===== src/rtl/mac_ctrl.sv =====
// Sequencer for an 8-lane MAC pipeline: streams pixel groups and weights in, tags
// results through the pipeline, and queues them in a small result FIFO.
// Optional stall counter enabled by defining MAC_CTRL_STALL_CNT_EN.
module mac_ctrl #(
  parameter int FIFO_DEPTH = 4
) (
  input  logic         clk,
  input  logic         rst,
  input  logic         start,
  input  logic [7:0]   num_groups,
  input  logic [7:0]   wgt_per_pix,
  output logic         busy,
  output logic         done,
  input  logic [127:0] pix_in,
  input  logic         pix_valid,
  output logic         pix_ready,
  input  logic [127:0] wgt_in,
  input  logic         wgt_valid,
  output logic         wgt_ready,
  output logic         mac_enable,
  output logic         mac_update_inputs,
  output logic [127:0] mac_pix,
  output logic [127:0] mac_wgt,
  input  logic [15:0]  mac_res,
  output logic [15:0]  res_out,
  output logic         res_valid,
  input  logic         res_ready,
  output logic [15:0]  stall_cycles
);

  localparam int AW = $clog2(FIFO_DEPTH);
  localparam int CW = AW + 1;

  typedef enum logic [1:0] {
    S_IDLE  = 2'd0,
    S_RUN   = 2'd1,
    S_DRAIN = 2'd2,
    S_DONE  = 2'd3
  } state_t;

  state_t        state_q, state_d;
  logic [2:0]    v_q, v_d;
  logic [7:0]    wcnt_q, wcnt_d;
  logic [7:0]    gcnt_q, gcnt_d;
  logic [7:0]    ng_q, ng_d;
  logic [7:0]    wpp_q, wpp_d;
  logic [AW-1:0] wr_ptr_q, wr_ptr_d;
  logic [AW-1:0] rd_ptr_q, rd_ptr_d;
  logic [CW-1:0] cnt_q, cnt_d;
  logic [15:0]   mem_q [FIFO_DEPTH];

  logic fifo_full_s, fifo_empty_s, can_push_s, issue_s, push_s, pop_s;

  // The pipeline only stalls when a tagged result reaches the end with nowhere to go.
  assign fifo_full_s  = (cnt_q == CW'(FIFO_DEPTH));
  assign fifo_empty_s = (cnt_q == '0);
  assign can_push_s   = ~fifo_full_s | res_ready;
  assign mac_enable   = ~(v_q[2] & ~can_push_s) & ~rst;
  assign issue_s      = (state_q == S_RUN) & mac_enable & wgt_valid &
                        ((wcnt_q != 8'd0) | pix_valid);
  assign push_s       = v_q[2] & can_push_s;
  assign pop_s        = ~fifo_empty_s & res_ready;

  assign busy              = (state_q != S_IDLE);
  assign done              = (state_q == S_DONE);
  assign wgt_ready         = issue_s;
  assign pix_ready         = issue_s & (wcnt_q == 8'd0);
  assign mac_update_inputs = issue_s & (wcnt_q == 8'd0);
  assign mac_pix           = pix_in;
  assign mac_wgt           = wgt_in;
  assign res_valid         = ~fifo_empty_s;
  assign res_out           = mem_q[rd_ptr_q];

  always_comb begin
    state_d  = state_q;
    wcnt_d   = wcnt_q;
    gcnt_d   = gcnt_q;
    ng_d     = ng_q;
    wpp_d    = wpp_q;
    v_d      = mac_enable ? {v_q[1:0], issue_s} : v_q;
    wr_ptr_d = push_s ? wr_ptr_q + AW'(1) : wr_ptr_q;
    rd_ptr_d = pop_s  ? rd_ptr_q + AW'(1) : rd_ptr_q;
    cnt_d    = cnt_q + CW'(push_s) - CW'(pop_s);
    case (state_q)
      S_IDLE: begin
        if (start) begin
          ng_d   = num_groups;
          wpp_d  = wgt_per_pix;
          wcnt_d = 8'd0;
          gcnt_d = 8'd0;
          if ((num_groups != 8'd0) && (wgt_per_pix != 8'd0)) state_d = S_RUN;
          else                                               state_d = S_DONE;
        end else begin
          state_d = S_IDLE;
        end
      end
      S_RUN: begin
        if (issue_s) begin
          if (wcnt_q == wpp_q - 8'd1) begin
            wcnt_d = 8'd0;
            if (gcnt_q == ng_q - 8'd1) begin
              gcnt_d  = 8'd0;
              state_d = S_DRAIN;
            end else begin
              gcnt_d = gcnt_q + 8'd1;
            end
          end else begin
            wcnt_d = wcnt_q + 8'd1;
          end
        end else begin
          wcnt_d = wcnt_q;
        end
      end
      S_DRAIN: begin
        if ((v_q == 3'b000) && fifo_empty_s) state_d = S_DONE;
        else                                 state_d = S_DRAIN;
      end
      S_DONE:  state_d = S_IDLE;
      default: state_d = S_IDLE;
    endcase
  end

  always_ff @(posedge clk or posedge rst) begin
    if (rst) begin
      state_q  <= S_IDLE;
      v_q      <= 3'b000;
      wcnt_q   <= 8'd0;
      gcnt_q   <= 8'd0;
      ng_q     <= 8'd0;
      wpp_q    <= 8'd0;
      wr_ptr_q <= '0;
      rd_ptr_q <= '0;
      cnt_q    <= '0;
    end else begin
      state_q  <= state_d;
      v_q      <= v_d;
      wcnt_q   <= wcnt_d;
      gcnt_q   <= gcnt_d;
      ng_q     <= ng_d;
      wpp_q    <= wpp_d;
      wr_ptr_q <= wr_ptr_d;
      rd_ptr_q <= rd_ptr_d;
      cnt_q    <= cnt_d;
    end
  end

  // Result storage; a push into a full FIFO is only possible alongside a pop.
  always_ff @(posedge clk or posedge rst) begin
    if (rst) begin
      for (int i = 0; i < FIFO_DEPTH; i++) mem_q[i] <= 16'd0;
    end else if (push_s) begin
      mem_q[wr_ptr_q] <= mac_res;
    end
  end

`ifdef MAC_CTRL_STALL_CNT_EN
  logic [15:0] stall_q, stall_d;

  always_comb begin
    stall_d = stall_q;
    if ((state_q == S_IDLE) && start)                        stall_d = 16'd0;
    else if (busy && ~mac_enable && (stall_q != 16'hFFFF))   stall_d = stall_q + 16'd1;
    else                                                     stall_d = stall_q;
  end

  always_ff @(posedge clk or posedge rst) begin
    if (rst) stall_q <= 16'd0;
    else     stall_q <= stall_d;
  end

  assign stall_cycles = stall_q;
`else
  assign stall_cycles = 16'd0;
`endif

endmodule


===== config.mk =====
export PLATFORM = sky130hd
export DESIGN_NAME = mac_ctrl
export DESIGN_NICKNAME = d
export VERILOG_FILES = /design/src/rtl/mac_ctrl.sv
export SDC_FILE = /design/constraint.sdc
export NUM_CORES = 1
export LEC_CHECK = 0
export BUFFER_PORTS_ARGS = -buffer_cell sky130_fd_sc_hd__buf_2
export CELL_PAD_IN_SITES_DETAIL_PLACEMENT = 0
export CELL_PAD_IN_SITES_GLOBAL_PLACEMENT = 2
export CORE_AREA = 2 2 228 230
export CTS_BUF_LIST = sky130_fd_sc_hd__clkbuf_4
export DETAILED_ROUTE_END_ITERATION = 7
export DIE_AREA = 0 0 230 232
export PLACE_DENSITY_LB_ADDON = 0.1
export SLEW_MARGIN = 10
export SYNTH_ARGS = -nofsm -noshare
export SYNTH_HDL_FRONTEND = slang
export SYNTH_SLANG_ARGS = --single-unit

===== constraint.sdc =====
create_clock -name clk -period 9.7 [get_ports clk]
set_input_delay 1.455 -clock clk [delete_from_list [all_inputs] [get_ports clk]]
set_output_delay 1.455 -clock clk [all_outputs]
set_load 0.1 [all_outputs]

== Word level (Yosys, flattened, before mapping) ==
Cells that the tools add are included.
Word-level totals
  bits in registers: 108
  input port bits: 294
Operators by class
  bitwise logic cells: 17
  magnitude comparators: 3
  reductions and logical operators: 16
  equality and inequality tests: 10
  $add $sub $neg: 8
  mux-type cells: 21
Operator list (number)
  bitwise mux 64 bit: 1
  two-way mux 16 bit: 3
  two-way mux 8 bit: 6
  binary-select mux 16 bit (select 2 bit): 1
  demux 16 bit (select 2 bit): 1
  case mux 8 bit (2 select lines): 2
  nonzero test 8 bit: 3
  adder 8 x 1 -> 8 bit, second input constant: 2
  equality test 8 bit: 2
  subtractor 8 x 1 -> 8 bit, second input constant: 2
  two-way mux 2 bit: 5
  bitwise AND 1 bit: 8
  zero test 8 bit: 1
  case mux 2 bit (4 select lines): 1
  >= comparator 3 bit, second input constant: 2
  zero test 3 bit: 2
  NOT 2 -> 3 bit: 2
  AND reduction 3 bit: 2
  NOT 1 bit: 5
  adder 2 x 1 -> 2 bit, second input constant: 2
  equality test 2 bit, second input constant: 2
  != test 2 x 1 -> 1 bit, second input constant: 2
  != test 2 bit, second input constant: 2
  AND reduction 4 bit: 1
  other kinds (11): 15

== Depth between registers and ports, before layout ==
Gate-level depths: netlist (run 1).
  depth in word-level cells: 12
  gate-level depth with buffers: 10

== Least setup slack after synthesis (run 1) ==
OpenSTA, ideal clock, no wires.
  path kind: in2out
  from: in res_ready
  to: out pix_ready
  stages: 6
  data required time: 8.245 ns
  data arrival time: 5.654 ns
  path slack: 2.591 ns
  cell sequence: nor4b_1 -> a21oi_1 -> o211ai_1 -> or2_2 -> nor2_1 -> buf_4
Between the ends
  longest elaborated chain between the ends: 9
RTL lines
  start, declared: line 27  | input logic res_ready,
  OR 1 bit: line 57  | assign can_push_s = ~fifo_full_s | res_ready;
  NOT 1 bit: line 58  | assign mac_enable = ~(v_q[2] & ~can_push_s) & ~rst;
  bitwise AND 1 bit: line 58
  NOT 1 bit: line 58
  bitwise AND 1 bit: line 58
  via mac_enable: line 20  | output logic mac_enable,
  bitwise AND 1 bit (3 in series): line 59  | assign issue_s = (state_q == S_RUN) & mac_enable & wgt_valid &
  bitwise AND 1 bit
  end, declared: line 16  | output logic pix_ready,
The timed path passes the listed nets, and every way through them passes these cells.

== Worst setup path in the final report (run 1) ==
  from: in res_ready
  to: out pix_ready
Between the ends
  longest elaborated chain between the ends: 9
RTL lines
  OR 1 bit: line 57
  NOT 1 bit: line 58
  bitwise AND 1 bit: line 58
  NOT 1 bit: line 58
  bitwise AND 1 bit: line 58
  bitwise AND 1 bit (3 in series): line 59
  bitwise AND 1 bit: line 67  | assign pix_ready = issue_s & (wcnt_q == 8'd0);
Every way passes these cells.

==> flow_summary.yaml, run 1 <==
run_status:
  status: "finished, final reports clean"
drt:
  post-route-drc-count: 0
  ant_nets: 0
  drtPass1Iterations: 4
  wl_per_cell_um: 20.19
  vias: 4085
  first_iter_violations: 174
  wirelength_um: 24250
  avgViaCountPerCell: 3.401
timing:
  rsz0062_at_grt: "no"
  setup_tns_ps: 0
  min_period_over_period: 0.4605
  tightestPinTransition_ps: 1074
  timing.fmax_mhz: 223.9
  final-hold-violation-count: 0
  clock_skew_ps: 24.51
  period_minus_slack_ps: 4467
  slew_headroom: 0.2825
  slew_violations: 0
  setup_viol: 0
worst_setup_path:
  critPathMaxFanout: 5
  path_cells: "buf_2 > nor4b_1 > a21oi_1 > buf_4 > o211ai_1 > or2_2 > nor2_1 > buf_2"
  path_class: "primary input to output port"
  cp_common_cell: "buf_2"
  max_stage_delay_ps: 450
  worst_path_max_delay_cell: "buf_2"
  worstReg2RegEnd: "gcnt_q[3]"
  end_kind: "output port"
  rr_startpoint: "state_q[0]"
  ff2ff_path_depth: 7
  crit_arrival_ps: 3010
  crit_path_start_kind: "primary input"
  required_ps: 8250
  reg2reg_slack_ps: 6580
synth:
  muxShareOfSynthArea: 0.1774
  synth.avg_cell_area_um2: 10.56
  synth_top_cell_by_area: "dfrtp_1"
  ys_seq_elements: 108
  ys_top_cells_by_area: "dfrtp_1 (36%), buf_4 (27%), mux2_2 (12%)"
  netlist_area_mm2: 0.007518
  ys_types: 52
  yosysTopAreaCellShare: 0.3595
  synth_xor_area_frac: 0.02912
  synth_top_family_by_area: "buffers and inverters"
  yosys.area_share.simple: 0.06024
  synth_compound_area_frac: 0.04826
  seq_area_frac_synth: 0.3595
  synthCells: 712
  synth_edf_count: 0
  synthArstFlopShare: 1.000
  synthAdderAreaFrac: 0.02763
  synthFlopType: "dfrtp_1"
  yosys_warnings: 0
cts:
  clock_sinks: 108
  numCtsBuffers: 9
  cts_tree: "built"
  htreeDepth: 3
  clock_latency_ps: 570
  clockBufferDepth: 2
  ctsResizeCount: 0
  clkTransAtPathRegs_ps: 170
  cts_setup_buffers: 0
  cts-root-buf: "clkbuf_4"
  hold_buffers: 0
die:
  die_y_um: 232
  io_pins: 589
  initial_core_util: 0.1478
  dieArea_mm2: 0.05336
  die_w_um: 230
  rows: 83
  coreArea_mm2: 0.05089
final_layout:
  most-common-layout-cells: "dfrtp_1 (108), mux2_2 (82), buf_2 (60)"
  final_area_mm2: 0.006815
  final_common_cell: "dfrtp_1"
  layout-drive-gt1-share: 0.3668
  area_delta_synth_final_pct: -9.353
  nets: 823
min_path:
  min_to: "mem_q[16]"
  min-delay-start: "mem_q[16]"
  holdCritPathClass: "register to register"
  min_path_cells: 1
global_route:
  grt_pass1_wl_um: 34320
  grt_overflow: 0
  grt_usage: 0.09138
  grt_start_max_net_pins: 72
  antenna_found_initial: 2
  grt_pass1_vias: 4424
placement:
  placed_area_mm2: 0.006658
  hpwl_um: 18260
  gp_congestion: 0.6415
  port_buffers: 60
flow_run:
  maxCapViolations: 0
power_and_ir_drop:
  powerDensity_mw_per_mm2: 318.1
  leakage_nw: 2.780
  vdd_drop_max_mv: 0.08869
-- metal layers --
layer	vias to the layer above	part of all wire	GRT usage	routed length [um]
met5	-	0	0	0
met4	0	0.078	0.07903	1893
met3	137	0.11	0.04617	2765
met2	254	0.45	0.1352	10840
met1	1966	0.36	0.09618	8753
li1	1728	-	-	-
-- cell type report --
class / instances / area (um^2)
sequential: 108 / 2703
timing repair buffer: 67 / 352.8
clock buffer: 11 / 82.58
multi-input combinational: 297 / 2636
fill: 5782 / 44070
tap: 680 / 850.8
clock inverter: 5 / 67.56
antenna: 3 / 7.507
inverter: 30 / 115.1
-- registers in the layout, summed over array words and instances, names as in the netlist --
signal	count
ng_q	8
mem_q	64
cnt_q	3
wr_ptr_q	2
v_q	3
rd_ptr_q	2
state_q	2
gcnt_q	8
wcnt_q	8
wpp_q	8
-- kinds of logic after synthesis --
group,Yosys count
other cells,1
xor+xnor,25
simple gates,84
mux,103
fa+ha+maj,16
buf+inv,322
compound gates,53
flops,108
-- Yosys cell counts, types with 2 or more instances --
library cell / number
a21oi_1: 8
nor2_1: 7
ha_1: 15
inv_1: 29
a22o_1: 2
clkbuf_1: 17
o31a_1: 2
o211ai_1: 2
dfrtp_1: 108
nand3_1: 17
o22ai_1: 7
nor2b_1: 2
xor2_1: 10
o21ai_0: 11
nor4_1: 7
nand4_1: 4
buf_4: 273
mux2i_1: 5
and2_1: 2
or3_1: 2
a211oi_1: 7
mux4_2: 16
xnor2_1: 15
buf_2: 2
nand2_1: 23
o21a_1: 3
and3_1: 5
mux2_2: 82
nor3_1: 6
-- worst max-delay path by stage --
stage | depth (start not counted) | start | endpoint
5_1_grt | 8 | res_ready | pix_ready
6_report | 8 | res_ready | pix_ready
3_5_place_dp | 8 | res_ready | pix_ready
2_1_floorplan | 6 | res_ready | pix_ready
3_3_place_gp | 8 | res_ready | pix_ready
4_1_cts | 8 | res_ready | pix_ready
-- worst max-delay path: cells and delay by family --
kind,cells,cell delay [ps]
AND/OR/NAND/NOR,3,530
buffers and inverters,3,720
AO/OA/AOI/OAI,2,320
-- stage by stage --
stage | hold WS, ps | cells | worst slack [ps] | util | power (mW)
after global placement | 482.4 | 1182 | 5201 | 0.1308 | 1.917
final | 522.2 | 1201 | 5233 | 0.1339 | 2.168
after floorplan | 473.9 | 727 | 2591 | - | 2.192
after CTS | 526.7 | 1198 | 5185 | 0.1338 | 2.229
after global routing | 544.0 | 1200 | 5050 | 0.1339 | 2.304
after detailed placement | 488.3 | 1182 | 5199 | 0.1308 | 1.934
-- power breakdown --
part / internal (mW) / switching (mW)
logic: 0.353 / 0.819
clock network: 0.0885 / 0.188
registers: 0.614 / 0.105
(Power assumes the default switching activity.)
==> run 2: changes to the inputs <==
clock period = 3.9 ns   (was 9.7 ns; I/O delays follow)
==> flow_summary.yaml, run 2 (same netlist as run 1, synthesis figures left out) <==
power_and_ir_drop:
  pwr-share-comb: 0.545
  powerDensity_mw_per_mm2: 780.3
  switching_share: 0.5204
  power.internal_mw: 2.568
  seqPwrFrac: 0.337
  clockPowerShare: 0.118
  vdd_drop_max_mv: 0.3145
  total_power_mw: 5.355
  power_switching_mw: 2.787
  leakage_nw: 2.794
die:
  coreArea_mm2: 0.05089
  initial_core_util: 0.1478
  dieArea_mm2: 0.05336
  rows: 83
  io_pins: 589
  die_w_um: 230
  die_y_um: 232
global_route:
  grt_pass1_vias: 4490
  met1_usage: 0.09495
  grt_use_met2: 0.1401
  top_usage_layer: "met2"
  grt_pass1_wl_um: 35310
  grt_start_max_net_pins: 69
  antenna_found_initial: 2
  grt_use_met3: 0.05611
  grt_overflow: 0
  grt_usage: 0.09468
cts:
  clkTransAtPathRegs_ps: 190
  clock_latency_ps: 590
  htreeDepth: 3
  cts-root-buf: "clkbuf_4"
  ctsResizeCount: 0
  numCtsBuffers: 9
  cts_tree: "built"
  clock_sinks: 108
  cts_setup_buffers: 0
  clockBufferDepth: 2
  hold_buffers: 0
timing:
  tightestPinTransition_ps: 670.2
  period_minus_slack_ps: 3315
  hold_ws_ps: 107.9
  timing.fmax_mhz: 301.7
  rsz0062_at_grt: "no"
  min_period_over_period: 0.8499
  slew_headroom: 0.5469
  clock_skew_ps: 30.03
  final-hold-violation-count: 0
  setup_viol: 0
  fin_ws_ps: 585.5
  slew_violations: 0
  setup_tns_ps: 0
final_layout:
  final_common_cell: "dfrtp_1"
  layout-drive-gt1-share: 0.3743
  nets: 826
  post-route-util: 0.1349
  most-common-layout-cells: "dfrtp_1 (108), mux2_2 (82), buf_2 (60)"
  largest_register_ffs: 64
  fill_cells: 5789
  final_area_mm2: 0.006863
  area_delta_synth_final_pct: -8.720
  fin_cells: 1204
  regMostFlops: "mem_q"
placement:
  port_buffers: 60
  hpwl_um: 19290
  pre_cts_ws_ps: 931.5
  gp_congestion: 0.6605
  placed_area_mm2: 0.006719
  dp.cells: 1185
worst_setup_path:
  end_kind: "output port"
  ff2ff_path_depth: 10
  rr_startpoint: "wpp_q[0]"
  path_class: "register to output port"
  critPathMaxFanout: 6
  crit_arrival_ps: 2730
  worstReg2RegEnd: "gcnt_q[7]"
  required_ps: 3310
  reg2reg_slack_ps: 970
  crit_path_start_kind: "register"
run_status:
  status: "finished, final reports clean"
drt:
  wl_per_cell_um: 21.01
  avgViaCountPerCell: 3.399
  ant_nets: 0
  post-route-drc-count: 0
  drtPass1Iterations: 3
  wirelength_um: 25300
  first_iter_violations: 172
  vias: 4092
min_path:
  holdCritPathClass: "primary input to asynchronous set/reset pin"
flow_run:
  maxCapViolations: 0
[run 2: worst max-delay path by stage]
stage / from / endpoint / slack (ps) / cells after the start
6_report: wcnt_q[0] / pix_ready / 590 / 7
5_1_grt: cnt_q[1] / wgt_ready / 390 / 6
4_1_cts: wcnt_q[0] / pix_ready / 470 / 7
3_5_place_dp: res_ready / pix_ready / 930 / 7
3_3_place_gp: res_ready / mac_update_inputs / 940 / 7
2_1_floorplan: res_ready / pix_ready / 210 / 6
[run 2: per-layer routing]
layer,part of all wire,wire (um)
met5,0,0
met4,0.075,1886
met3,0.12,3128
met2,0.44,11180
met1,0.36,9103
[run 2: power groups by stage]
stage | Combinational, mW | Sequential, mW | Clock (mW)
final | 2.92 | 1.80 | 0.632
after global routing | 3.09 | 1.86 | 0.735
after CTS | 2.99 | 1.81 | 0.703
after detailed placement | 2.98 | 1.84 | 0
after global placement | 2.97 | 1.83 | 0
after floorplan | 3.76 | 1.70 | 0
[run 2: critical path, cell delays in order, from the launching register on]
cell and delay [ps]:
dfrtp_1 590, inv_1 80, ha_1 200, nand3_1 160
o211ai_1 200, or2_2 380, nor2_2 100, buf_2 430
[run 2: final cells by class]
cell class	count	area, um^2	share of cell area
repair buffers	70	400.4	0.05834
clock inverters	7	68.82	0.01003
flip-flops and latches	108	2703	0.3938
inverters	30	115.1	0.01677
clock buffers	9	67.56	0.009845
multi-input cells	297	2650	0.3861
diodes	3	7.507	0.001094
well taps	680	850.8	0.1240
